<file path="config.mk">
export PLATFORM = sky130hd
export DESIGN_NAME = counter_share_arbiter
export DESIGN_NICKNAME = d
export VERILOG_FILES = /design/src/rtl/counter_share_arbiter.sv
export SDC_FILE = /design/constraint.sdc
export NUM_CORES = 1
export LEC_CHECK = 0
export CAP_MARGIN = 10
export CORE_MARGIN = 10
export CORE_UTILIZATION = 44
export DETAILED_ROUTE_END_ITERATION = 16
export PLACE_DENSITY_LB_ADDON = 0.3
export SLEW_MARGIN = 20
export SYNTH_ARGS = -nofsm -noshare
export SYNTH_HDL_FRONTEND = slang
export SYNTH_SLANG_ARGS = --single-unit
</file>
<file path="constraint.sdc">
create_clock -name clk -period 5.1 [get_ports clk]
set_clock_uncertainty 0.1 [all_clocks]
set_input_delay 1.02 -clock clk [delete_from_list [all_inputs] [get_ports clk]]
set_output_delay 1.02 -clock clk [all_outputs]
set_load 0.02 [all_outputs]
</file>
<file path="src/rtl/counter_share_arbiter.sv">
// counter_share_arbiter: one SIZE-bit up/down/load counter shared by NREQ
// requesters through a round-robin arbiter; one operation is applied per cycle.
module counter_share_arbiter #(
    parameter int NREQ     = 4,
    parameter int SIZE     = 8,
    parameter int INIT     = 0,
    parameter int SATURATE = 0
) (
    input  logic                     clk,
    input  logic                     reset,
    input  logic [NREQ-1:0]          req,
    input  logic [2*NREQ-1:0]        op,
    input  logic [NREQ*SIZE-1:0]     wdata,
    output logic [NREQ-1:0]          gnt,
    output logic [SIZE-1:0]          count,
    output logic                     rsp_valid,
    output logic [$clog2(NREQ)-1:0]  rsp_id,
    output logic [SIZE-1:0]          rsp_count,
    output logic                     ovf,
    output logic                     unf,
    input  logic                     clr_flags
);

    localparam int              IDW      = $clog2(NREQ);
    localparam logic [SIZE-1:0] INIT_VAL = SIZE'(INIT);
    localparam logic [SIZE-1:0] ALL_ONES = '1;
    localparam logic [IDW-1:0]  LAST_ID  = IDW'(NREQ - 1);
    localparam bit              SAT      = (SATURATE != 0);

    localparam logic [1:0] OP_INC  = 2'b00;
    localparam logic [1:0] OP_DEC  = 2'b01;
    localparam logic [1:0] OP_LOAD = 2'b10;

    // Handshake: req[i] is the valid and gnt[i] the ready of requester i. A
    // transfer happens at a rising edge where both are high; until then the
    // requester holds req[i], its op slice and its wdata slice stable.

    logic [IDW-1:0]  ptr;
    logic [IDW-1:0]  cand;
    logic [IDW-1:0]  win_id;
    logic            win_found;
    logic            xfer;
    logic [1:0]      sel_op;
    logic [SIZE-1:0] sel_wdata;
    logic [SIZE-1:0] nxt_count;
    logic            set_ovf;
    logic            set_unf;

    // Walk upward from the pointer, wrapping at NREQ-1; first requester found wins.
    always_comb begin
        win_found = 1'b0;
        win_id    = '0;
        cand      = ptr;
        for (int k = 0; k < NREQ; k++) begin
            if (!win_found && req[cand]) begin
                win_found = 1'b1;
                win_id    = cand;
            end
            cand = (cand == LAST_ID) ? '0 : cand + IDW'(1);
        end
    end

    assign xfer = win_found & ~reset;

    always_comb begin
        gnt = '0;
        if (xfer) begin
            gnt[win_id] = 1'b1;
        end
    end

    always_comb begin
        sel_op    = 2'b11;
        sel_wdata = '0;
        for (int i = 0; i < NREQ; i++) begin
            if (win_id == IDW'(i)) begin
                sel_op    = op[2*i +: 2];
                sel_wdata = wdata[SIZE*i +: SIZE];
            end
        end
    end

    // Boundary inc/dec raise the flag whether the counter wraps or clamps.
    always_comb begin
        nxt_count = count;
        set_ovf   = 1'b0;
        set_unf   = 1'b0;
        case (sel_op)
            OP_INC: begin
                if (count == ALL_ONES) begin
                    set_ovf   = 1'b1;
                    nxt_count = SAT ? ALL_ONES : '0;
                end else begin
                    nxt_count = count + SIZE'(1);
                end
            end
            OP_DEC: begin
                if (count == '0) begin
                    set_unf   = 1'b1;
                    nxt_count = SAT ? '0 : ALL_ONES;
                end else begin
                    nxt_count = count - SIZE'(1);
                end
            end
            OP_LOAD: nxt_count = sel_wdata;
            default: nxt_count = count;
        endcase
    end

    always_ff @(posedge clk or posedge reset) begin
        if (reset) begin
            count     <= INIT_VAL;
            ptr       <= '0;
            rsp_valid <= 1'b0;
            rsp_id    <= '0;
            rsp_count <= '0;
            ovf       <= 1'b0;
            unf       <= 1'b0;
        end else begin
            rsp_valid <= xfer;
            if (xfer) begin
                count     <= nxt_count;
                ptr       <= (win_id == LAST_ID) ? '0 : win_id + IDW'(1);
                rsp_id    <= win_id;
                rsp_count <= nxt_count;
            end
            // A flag set in the same cycle as clr_flags takes precedence.
            ovf <= (xfer & set_ovf) | (ovf & ~clr_flags);
            unf <= (xfer & set_unf) | (unf & ~clr_flags);
        end
    end

endmodule

</file>
[Yosys cells after proc, flatten, opt, wreduce, memory -nomap -nowiden]
Index checks and enable logic that the tools add are counted.
Storage, ports and cells
  bits of input ports: 47
  register bits: 15
  word-level logic and storage cells: 86
  output and inout port bits: 25
Operators by class
  magnitude comparators: 6
  add/subtract/negate cells: 6
  reduce and logical (&&, ||, !) cells: 12
  mux-type cells: 38
  bitwise operators: 9
  equal/unequal tests: 9
Operators by type and width (count)
  8-bit two-way mux: 6
  2-bit two-way mux: 12
  8-bit case mux with 3 select lines: 1
  2-bit by 3-bit less-than comparator with 1-bit output, second input constant: 5
  1-bit two-way mux: 13
  2-bit == test, second input constant: 6
  2-bit by 1-bit adder with 2-bit output, second input constant: 4
  8-bit by 1-bit adder with 8-bit output, second input constant: 1
  1-bit binary-select mux with 2-bit select: 4
  8-bit == test, second input constant: 1
  8-bit zero test: 1
  8-bit by 1-bit subtractor with 8-bit output, second input constant: 1
  1-bit bitwise AND: 5
  2-bit by 1-bit == test with 1-bit output, second input constant: 2
  1-bit logical AND: 4
  2-bit zero test: 2
  4-bit two-way mux: 1
  1-bit zero test: 3
  3-bit nonzero test: 1
  1-bit demux with 2-bit select: 1
  2-bit by 1-bit greater-or-equal comparator with 1-bit output, second input constant: 1
  1-bit inverter: 2
  1-bit OR: 2
  2-bit AND reduction: 1

[Longest topological paths before layout]
Gate-level depths: netlist (run 1).
  depth in word-level cells: 21
  depth in mapped cells: 24
  mapped depth without buffers: 21

[Least setup slack after synthesis (run 1)]
OpenSTA, ideal clock, no wires.
  path kind: input to register
  from: input port req[0]
  to: register rsp_count[6]
  stages on the path: 18
  library setup time: 0.124 ns
  data required time: 4.876 ns
  arrival: 4.317 ns
  path buffers: 4
  setup slack: 0.558 ns
  cell sequence: buf_2 -> mux2i_1 -> mux2i_1 -> a2111oi_0 -> nor2_1 -> inv_1 -> ha_1 -> clkbuf_1 -> clkbuf_1 -> mux2i_1 -> ha_1 -> and2_1 -> clkbuf_1 -> nor2b_1 -> o21ai_0 -> o21ai_0 -> nor3b_1 -> o2bb2ai_1
On the way
  word-level cells in the longest chain between the ends: 20
  elaborated cells on any way between the ends: 41
  those cells by class: eq/ne (5); mux (25); bitwise (1); reduce/logical (10)
RTL lines
  start, declared: line 11  | input logic [NREQ-1:0] req,
  1-bit binary-select mux with 2-bit select: line 55  | if (!win_found && req[cand]) begin
  1-bit two-way mux (not written as such): line 55
  1-bit two-way mux: line 55
  1-bit zero test: line 55
  1-bit logical AND: line 55
  1-bit two-way mux: line 55
  1-bit zero test: line 55
  1-bit logical AND: line 55
  (+2 left out)
  1-bit logical AND: line 55
  2-bit two-way mux (*): line 55
  net win_id[0]: line 40  | logic [IDW-1:0] win_id;
  2-bit zero test: line 76  | if (win_id == IDW'(i)) begin
  2-bit two-way mux (4 in a row): line 76
  2-bit by 1-bit == test with 1-bit output, or another cell as far along: line 88  | case (sel_op)
  3-bit nonzero test (no line)
  2-bit AND reduction (no line)
  end signal, assigned: line 125  | rsp_count <= nxt_count;
  end, declared: line 18  | output logic [SIZE-1:0] rsp_count,
Mark *: on every way through the listed nets, which the timed path passes. The rest lies on a longest branch. The select of a mux whose other input is x is not followed.
A chain may end at the register's enable or synchronous reset.

[Worst setup path after layout (run 1)]
  from: input port req[0]
  to: output port gnt[2]
On the way
  word-level cells in the longest chain between the ends: 17
  elaborated cells on any way between the ends: 29
  those cells by class: order compare (2); mux (19); bitwise (1); reduce/logical (7)
RTL lines
  1-bit binary-select mux with 2-bit select: line 55
  1-bit two-way mux (not written as such): line 55
  1-bit two-way mux: line 55
  1-bit zero test: line 55
  1-bit logical AND: line 55
  1-bit two-way mux: line 55
  1-bit zero test: line 55
  1-bit logical AND: line 55
  (+2 left out)
  1-bit logical AND: line 55
  2-bit two-way mux (*): line 55
  net win_id[1]: line 40
  2-bit by 3-bit less-than comparator with 1-bit output (not written as such) or 2-bit by 1-bit greater-or-equal comparator with 1-bit output (tied branches): line 68  | gnt[win_id] = 1'b1;
  1-bit logical AND (not written as such): line 68
  1-bit two-way mux (not written as such): line 68
  1-bit demux with 2-bit select (*): line 68
  4-bit two-way mux (*): line 67  | if (xfer) begin
  end, declared: line 14  | output logic [NREQ-1:0] gnt,
Marked as above.

==> results of run 1 <==
==> sequential cells by signal, summed over array words and instances (netlist names) <==
name	flops
rsp_count	8
rsp_id	2
unf	1
ovf	1
rsp_valid	1
ptr	2
==> through the flow <==
stage | setup WS [ps] | hold WS, ps | util (%) | TNS (ps)
2_1_floorplan | 558.2 | 505.8 | - | 0
3_3_place_gp | 130.3 | 409.6 | 63.45 | 0
3_5_place_dp | 41.99 | 420.6 | 63.45 | 0
4_1_cts | 129.3 | 429.5 | 64.59 | 0
5_1_grt | -69.23 | 452.8 | 65.06 | -87.83
6_report | 177.6 | 423.2 | 65.06 | 0
==> kinds of logic (layout without fill, tap and decap cells) <==
group,count (synthesis),count (layout)
compound gates,87,87
xor+xnor,1,1
fa+ha+maj,11,11
buf+inv,43,104
flops,15,15
mux,7,7
simple gates,71,71
==> cell usage after synthesis (2+ instances only) <==
library cell / number / area share (%)
nor2b_1: 5 / 1.7
mux2i_1: 5 / 2.8
nor2_1: 17 / 3.6
buf_2: 6 / 1.7
nor3b_1: 3 / 1.3
a31oi_1: 5 / 1.7
o31ai_1: 4 / 1.7
o32ai_1: 2 / 0.98
a221o_1: 2 / 1.1
nand2b_1: 3 / 1.0
mux2_2: 2 / 1.3
nand4_1: 3 / 1.0
buf_4: 8 / 3.3
a211oi_1: 2 / 0.84
a22oi_1: 2 / 0.84
a21oi_1: 17 / 4.7
inv_1: 16 / 3.3
nor3_1: 3 / 0.84
a221oi_1: 6 / 2.9
o21ai_0: 21 / 5.9
o21ba_2: 3 / 1.7
and3_1: 3 / 1.0
o211ai_1: 3 / 1.3
clkbuf_1: 12 / 2.5
ha_1: 11 / 7.7
dfrtp_1: 15 / 21
nand2_1: 16 / 3.3
o22a_1: 2 / 0.98
nor4_1: 4 / 1.4
nand3_1: 6 / 1.7
==> path summary, 6_finish.rpt <==
check,end,start,slack [ps],cells after the start
max,gnt[2],req[0],180,11
min,unf$_DFF_PP0_,unf$_DFF_PP0_,420,2
max reg2reg,rsp_count[2]$_DFFE_PP0P_,ptr[0]$_DFFE_PP0P_,620,21
min reg2reg,unf$_DFF_PP0_,unf$_DFF_PP0_,420,2
max in group asynchronous,ovf$_DFF_PP0_,reset,3420,3
min in group asynchronous,rsp_count[0]$_DFFE_PP0P_,reset,1050,2
==> routing by layer <==
layer,track usage [%],wire length [µm],vias up
met5,0,0,-
li1,-,-,994
met4,4.414,35,0
met3,6.738,695,2
met2,21.25,2369,92
met1,16.96,2406,900
==> tightest hold or removal path, delay by kind of cell (launching register included) <==
family / cells / cell delay (ps)
flops: 1 / 370
buf+inv: 1 / 50
compound gates: 1 / 60
==> cell type report <==
type	instances	share of cell area, %
sequential	15	14.53
clock buffer	4	1.743
timing repair buffer	84	31.38
tap	50	2.421
multi-input combinational	177	47.60
inverter	16	2.324
==> timing repair <==
action,4_1_cts,5_1_grt
buffers inserted,0,0
setup endpoints to repair,0,8
resized for setup,0,5
==> results.md, run 1 <==
* Sink Count at 15
* Starting density of the core at between 40% and 50%
* Crit path arrival time at around 3800 ps
* Non-filler cells, final at about 350
* Share of layout cells above drive strength 1 at between 10% and 20%
* Drt pass-1 iters at 4
* Vias post-DR at slightly below 2000
* Die Ht at between 80 and 90 µm
* Min Tclk post-route at 4922 ps
* Drt drc at 0
* Total GRT Usage at approximately 14%
* Placer congestion estimate at 0.8411
* Iteration-0 DRC Markers at roughly 130
* Drt total wl at around 5500 µm
* Startpoint types: input port
* Placed Instance Area at roughly 2500 µm²
* Most frequent cells in the layout: clkdlybuf4s50_1, o21ai_0, nor2_1, a21oi_1
* Finished Cell Area at 2584 µm²
* FP Rows at 23
* FF+latch area at 375.4 µm²
* Mapped Cells at around 240
* Final hold vios at 0
* Root Buffer: clkbuf_8
* Largest net degree at the start of global routing at 21
* Worst Path Buf+Inv at 4
* FILL cells at approximately 350
* Post-synthesis mux area share at roughly 4.0%
* NumNets Final at ~360
* DPL Wire Length at around 4300 µm
* Slowest stage delay, CP at between 600 and 700 ps
* Clk_lat worst skew at 250 ps
* Post-DR wirelength/cell at approximately 16 µm
* PortBufs at between 70 and 80
* Syn_area_per_cell at 7.640 µm²
* Setup violations, final at 0
* Die area at roughly 7000 µm²
* Critical path, cell by cell: clkdlybuf4s50_1, mux2i_1, mux2i_2, buf_4, a31oi_1, a221oi_1, nor2_1, ha_1, inv_1, nor3_1, clkdlybuf4s50_1
* Max Cap Violations at 0
* Antenna viol nets, final at 0
* Simple-gate area share of the yosys netlist at 21.46%
* Clk buf depth at 2
* Hold_buf cts at 0
* Number of diodes at 0
* Sequential share of the synthesized area at 20.91%
* CP top delay family: buffers and inverters
* Post-synth EDFFs at 0
* Largest family of logic cells by synthesized area: compound AO/OA/AOI/OAI gates
* Transition time of the tightest slew-check pin at approximately 480 ps
* Period utilisation layout at between 90% and 100%
* Vias in the first global route at 1874
* Total congestion overflow at 0
* Synth Register Bits at 15
* Reg clk slew, reported paths at 60 ps
* Most common cell after layout, fill and taps aside: clkdlybuf4s50_1
* Core area at around 4000 µm²
* Crit end category: output pin
* TritonCTS buffer count at 3
* Crit-path slowest cell: clkdlybuf4s50_1
* Compound-Gate Fraction of Synth Area at between 30% and 40%
* Worst Setup Path Type: in2out
* Post-Synth XOR/XNOR Area at 0.4878%
* Slew headroom at about two thirds
* CTS tree: done
* Ports at 72
* Req. time, crit path at 3980 ps
* H-tree depth at 1
* Chip width at 83.88 µm
* Area growth syn-to-layout at 43.90%
* Outcome: complete, no violations
* Yosys warnings at 0
* Global-route wire length before repair at about 8600 µm
* HP Class: reg2reg
* Inst Count DP at approximately 340
* Unique cell type count in the Yosys netlist at 58
* Post-Synth Adder-Cell Area at between 7 and 8%
* Max Slew Vio Count at 0
* Area occupied by multi-input gates at 1230 µm²
* Post-Syn Area at ~1800 µm²
* Mapped Nets at ~290
* Most used DFF post-synth: dfrtp_1
* FFs w/ async S/R, synth at 100.0%
* Initial antenna violation count at 0
* Crit path max fanout at 7
* Max Freq at approximately 200 MHz
* Via density at 5.746
* Critical path's most frequent cell: clkdlybuf4s50_1
Power of run 1 is not shown: default switching activity piles up to over one toggle a cycle in this logic, so the estimate is an artifact.
==> inputs of run 2 (changes only) <==
CORE_ASPECT_RATIO = 1.1   (was unset)
CORE_UTILIZATION = 55   (was 44)
DONT_BUFFER_PORTS = 1   (was unset)
==> results.md, run 2 (synthesis results as in run 1) <==
* FF+latch area at 375.4 µm² (unchanged)
* Slowest stage delay, CP at 610 ps (-40 ps)
* Via density at 6.754 (+18%)
* Transition time of the tightest slew-check pin at 678.2 ps (+195.8 ps)
* Post-DR wirelength/cell at 20.94 µm (+32%)
* Post-CTS setup buffer count at 0 (unchanged)
* R2R Path Start: ptr[0]$_DFFE_PP0P_
* Vias post-DR at 1702 (-14%)
* Core area at 3100 µm² (-22%)
* Startpoint types: register
* Largest register by flop count: rsp_count
* Worst Setup Path Type: reg2reg
* Slew headroom at 54.79% (-13 points)
* Setup violations, final at 0 (unchanged)
* Drt drc at 0 (unchanged)
* Max reg flops at 8 (unchanged)
* NumNets Final at 277 (-22%)
* Most common cell after layout, fill and taps aside: o21ai_0
* Max Cap Violations at 0 (unchanged)
* Worst Path Buf+Inv at 4 (unchanged)
* Crit path arrival time at 4730 ps (+930 ps)
* Share of layout cells above drive strength 1 at 11.47% (+0.66 points)
* Global-route wire length before repair at 8452 µm (-1.8%)
* Ports at 72 (unchanged)
* Placer congestion estimate at 0.8953 (+6.4%)
* CTS-repair resized insts at 0 (unchanged)
* Drt total wl at 5278 µm (-4.2%)
* Final hold vios at 0 (unchanged)
* Chip width at 74.48 µm (-11%)
* HP Class: reg2reg
* Crit path max fanout at 20 (+13)
* Vias in the first global route at 1670 (-11%)
* FILL cells at 313 (-9.8%)
* Drt pass-1 iters at 4 (unchanged)
* Max Slew Vio Count at 0 (unchanged)
* Sink Count at 15 (unchanged)
* CTS tree: done
* Min Tclk post-route at 4666 ps (-256.0 ps)
* Die Ht at 79.93 µm (-4.7%)
* Critical path's most frequent cell: o21ai_0
* Period utilisation layout at 91.50% (-5.0 points)
* Antenna viol nets, final at 0 (unchanged)
* Die area at 5952 µm² (-15%)
* Initial antenna violation count at 0 (unchanged)
* Crit-path slowest cell: dfrtp_1
* TritonCTS buffer count at 3 (unchanged)
* FP Rows at 21 (-8.7%)
* Number of diodes at 0 (unchanged)
* Total GRT Usage at 17.57% (+3.5 points)
* Iteration-0 DRC Markers at 200 (+52%)
* Max Freq at 214.3 MHz (+5.5%)
* Total congestion overflow at 0 (unchanged)
* CP top delay family: compound AO/OA/AOI/OAI gates
* Root Buffer: clkbuf_4
* PortBufs at 0 (-100%)
* Outcome: complete, no violations
* Most frequent cells in the layout: o21ai_0, nor2_1, a21oi_1
* Reg clk slew, reported paths at 110 ps (+50 ps)
* Req. time, crit path at 5160 ps (+1180 ps)
* RSZ-0062 raised after global routing: no
* Crit end category: register
* Clk_lat worst skew at 290 ps (+40 ps)
* Area occupied by multi-input gates at 1220 µm² (-0.81%)
* Critical path launch point: ptr[0]$_DFFE_PP0P_
* Hold_buf cts at 0 (unchanged)
* Critical path, cell by cell: ha_2, nand2_1, a21oi_1, a2111oi_1, nor2_1, inv_1, ha_1, buf_4, inv_1, o22ai_1, o21ai_0, mux2i_1, ha_1, buf_4, nand2_1, nor3b_1, a31oi_1, o21ai_0, a21oi_1, o21ai_0
* Clk buf depth at 2 (unchanged)
* H-tree depth at 1 (unchanged)
* Starting density of the core at 57.91% (+13 points)
* Largest regs: rsp_count: 8 flops, ptr: 2 flops, rsp_id: 2 flops
* Setup TNS at 0 ps (unchanged)
* Largest net degree at the start of global routing at 21 (unchanged)
* Area growth syn-to-layout at -1.394%
* DPL Wire Length at 4177 µm (-3.9%)
* Hold path startpoint: unf$_DFF_PP0_
[run 2: layout make-up]
type                       count  area share, %
clock buffer                   3          1.272
clock inverter                 1         0.2827
inverter                      16          3.392
sequential                    15          21.20
multi-input combinational    177          68.90
tap                           34          2.403
timing repair buffer           6          2.544
[run 2: final timing paths]
path / slack (ps) / cells past startpoint / to
max in group asynchronous: 3900 / 1 / ptr[1]$_DFFE_PP0P_
min in group asynchronous: 580 / 1 / ovf$_DFF_PP0_
worst min register to register: 550 / 2 / unf$_DFF_PP0_
worst min-delay path: 550 / 2 / unf$_DFF_PP0_
worst max-delay path: 430 / 20 / rsp_count[2]$_DFFE_PP0P_
worst max register to register: 430 / 20 / rsp_count[2]$_DFFE_PP0P_
[run 2: worst reg2reg max path, cell delays in order (launching register included)]
cell	delay, ps
dfrtp_1	610
ha_2	430
nand2_1	130
a21oi_1	70
a2111oi_1	530
nor2_1	200
inv_1	130
ha_1	300
buf_4	190
inv_1	80
o22ai_1	160
o21ai_0	90
mux2i_1	240
ha_1	300
buf_4	210
nand2_1	220
nor3b_1	80
a31oi_1	130
o21ai_0	100
a21oi_1	150
o21ai_0	90
[run 2: through the flow]
step / instance area, µm² / setup WS, ps / instances / utilization (%) / hold WS [ps]
4_1_cts: 1764 / 286.8 / 252 / 56.90 / 561.9
2_1_floorplan: 1795 / 558.2 / 235 / - / 505.8
3_5_place_dp: 1737 / 146.0 / 248 / 56.01 / 543.4
5_1_grt: 1770 / 35.27 / 252 / 57.10 / 597.9
6_report: 1770 / 433.6 / 252 / 57.10 / 551.9
3_3_place_gp: 1737 / 318.4 / 248 / 56.01 / 531.5
[run 2: routing by layer]
layer	wire, µm	share of wire (%)	up-vias	GRT usage, %
met5	0	0	-	0
met3	505	9.6	8	6.965
met1	2223	42	797	21.08
met2	2466	47	66	27.71
met4	82	1.6	0	5.871
li1	-	-	831	-
Power of run 2 is left out for the same reason.
==> inputs of run 3 (changes only) <==
CAP_MARGIN = unset   (was 10)
PLACE_DENSITY = 0.7   (was unset)
PLACE_DENSITY_LB_ADDON = unset   (was 0.3)
==> results.md, run 3 (synthesis results as in run 1) <==
* Initial antenna violation count at 0 (unchanged)
* Crit-path slowest cell: nor3_1
* Placer congestion estimate at 0.9662 (+7.9%)
* Clk_lat worst skew at 290 ps (about the same)
* Max Slew Vio Count at 0 (unchanged)
* FILL cells at 294 (-6.1%)
* Global-route wire length before repair at 8004 µm (-5.3%)
* Total GRT Usage at 16.80% (-0.77 points)
* Startpoint types: register
* Metal3 WL at 464 µm (-8.1%)
* Vias in the first global route at 1588 (-4.9%)
* Chip width at 74.48 µm (unchanged)
* Crit path max fanout at 15 (-25%)
* Transition time of the tightest slew-check pin at 673.7 ps (-4.566 ps)
* Ports at 72 (unchanged)
* CP top delay family: simple AND/OR/NAND/NOR gates
* Most frequent cells in the layout: o21ai_0, nor2_1, a21oi_1
* Vias post-DR at 1727 (+1.5%)
* Number of diodes at 0 (unchanged)
* DRT met1 WL at 1978 µm (-11%)
* Slew headroom at 55.09% (+0.30 points)
* Critical path, cell by cell: ha_1, nand2b_1, nand2b_1, a31oi_1, a221oi_1, nor2_1, ha_1, inv_1, nor3_1
* Die Ht at 79.93 µm (unchanged)
* Slowest stage delay, CP at 600 ps (about the same)
* HP Class: reg2reg
* Final hold vios at 0 (unchanged)
* Period utilisation layout at 93.27% (+1.8 points)
* Max Cap Violations at 0 (unchanged)
* H-tree depth at 1 (unchanged)
* Setup violations, final at 0 (unchanged)
* Share of layout cells above drive strength 1 at 9.767% (-1.7 points)
* Sink Count at 15 (unchanged)
* Area growth syn-to-layout at -2.578%
* PortBufs at 0 (unchanged)
* Max Freq at 210.2 MHz (-1.9%)
* Total congestion overflow at 0 (unchanged)
* Clk buf depth at 2 (unchanged)
* Iteration-0 DRC Markers at 134 (-33%)
* Req. time, crit path at 3980 ps (-1180 ps)
* Largest register by flop count: rsp_count
* Drt total wl at 5212 µm (-1.3%)
* Drt pass-1 iters at 5 (+1)
* DPL Wire Length at 4095 µm (-2.0%)
* Antenna viol nets, final at 0 (unchanged)
* Crit end category: output pin
* Metal2 WL at 2674 µm (+8.4%)
* Worst Path Buf+Inv at 1 (-3)
* NumNets Final at 274 (-1.1%)
* Crit path arrival time at 3640 ps (-1090 ps)
* Core area at 3100 µm² (unchanged)
* Post-DR wirelength/cell at 20.93 µm (about the same)
* Via density at 6.936 (+2.7%)
* Setup TNS at 0 ps (unchanged)
* Worst Setup Path Type: reg2out
* Die area at 5952 µm² (unchanged)
* Max reg flops at 8 (unchanged)
* Max Used Layer: met4
* RSZ-0062 raised after global routing: no
* Root Buffer: clkbuf_4
* Largest net degree at the start of global routing at 21 (unchanged)
* Starting density of the core at 57.91% (unchanged)
* Reg clk slew, reported paths at 90 ps (-20 ps)
* FP Rows at 21 (unchanged)
* Post-CTS setup buffer count at 0 (unchanged)
* Most common cell after layout, fill and taps aside: o21ai_0
* TritonCTS buffer count at 3 (unchanged)
* Outcome: complete, no violations
* Drt drc at 0 (unchanged)
* CTS tree: done
* Largest regs: rsp_count: 8 flops, ptr: 2 flops, rsp_id: 2 flops
* Min Tclk post-route at 4757 ps (+90.33 ps)
==> run 3: changes by cell type in the layout (fill, tap and decap cells not counted) <==
cell	delta
buf_4	-3
ha_1	+1
nor4b_2	+1
ha_2	-1
nor2b_1	+1
nor2b_2	-1
nor4b_1	-1
==> run 3: area by class of cell <==
cell class	instances	area, µm²	area share [%]
multi-input cells	177	1221	69.81
flip-flops and latches	15	375.4	21.46
inverters	16	60.06	3.433
well taps	34	42.54	2.432
clock buffers	3	22.52	1.288
repair buffers	3	22.52	1.288
clock inverters	1	5.005	0.2861
==> run 3: tightest hold or removal path, stage by stage, from the launching register on <==
cell and delay, ps:
dfrtp_1 470, inv_1 80, o21ai_0 70
==> run 3: final timing paths <==
| kind | from | end | slack, ps | depth (start not counted) |
|---|---|---|---|---|
| setup / recovery | ptr[0]$_DFFE_PP0P_ | gnt[2] | 340 | 9 |
| min in group asynchronous | reset | rsp_count[7]$_DFFE_PP0P_ | 590 | 1 |
| hold / removal | unf$_DFF_PP0_ | unf$_DFF_PP0_ | 550 | 2 |
| hold reg to reg | unf$_DFF_PP0_ | unf$_DFF_PP0_ | 550 | 2 |
| max in group asynchronous | reset | ovf$_DFF_PP0_ | 3900 | 1 |
| setup reg to reg | ptr[0]$_DFFE_PP0P_ | rsp_count[2]$_DFFE_PP0P_ | 410 | 21 |
==> run 3: repair_timing <==
| action | CTS | global route |
|---|---|---|
| hold buffers | 0 | 0 |
| endpoints found under the setup margin | 0 | 4 |
| gates resized for setup | 0 | 2 |
==> run 3: metal layers <==
layer	up-vias	global-route usage, %
met5	-	0
met4	0	4.356
met3	10	6.095
met2	74	28.66
met1	812	19.16
li1	831	-
==> run 3: stage by stage <==
| stage | setup slack, ps | cells | hold WS [ps] | cell area, µm² | util [%] |
|---|---|---|---|---|---|
| finish | 343.3 | 249 | 549.1 | 1749 | 56.42 |
| detailed placement | 325.4 | 245 | 547.6 | 1714 | 55.29 |
| global route | 23.32 | 249 | 582.1 | 1749 | 56.42 |
| floorplan | 558.2 | 235 | 505.8 | 1795 | - |
| CTS | 364.5 | 249 | 561.4 | 1742 | 56.17 |
| global placement | 461.6 | 245 | 531.2 | 1714 | 55.29 |
Power of run 3 is left out for the same reason.
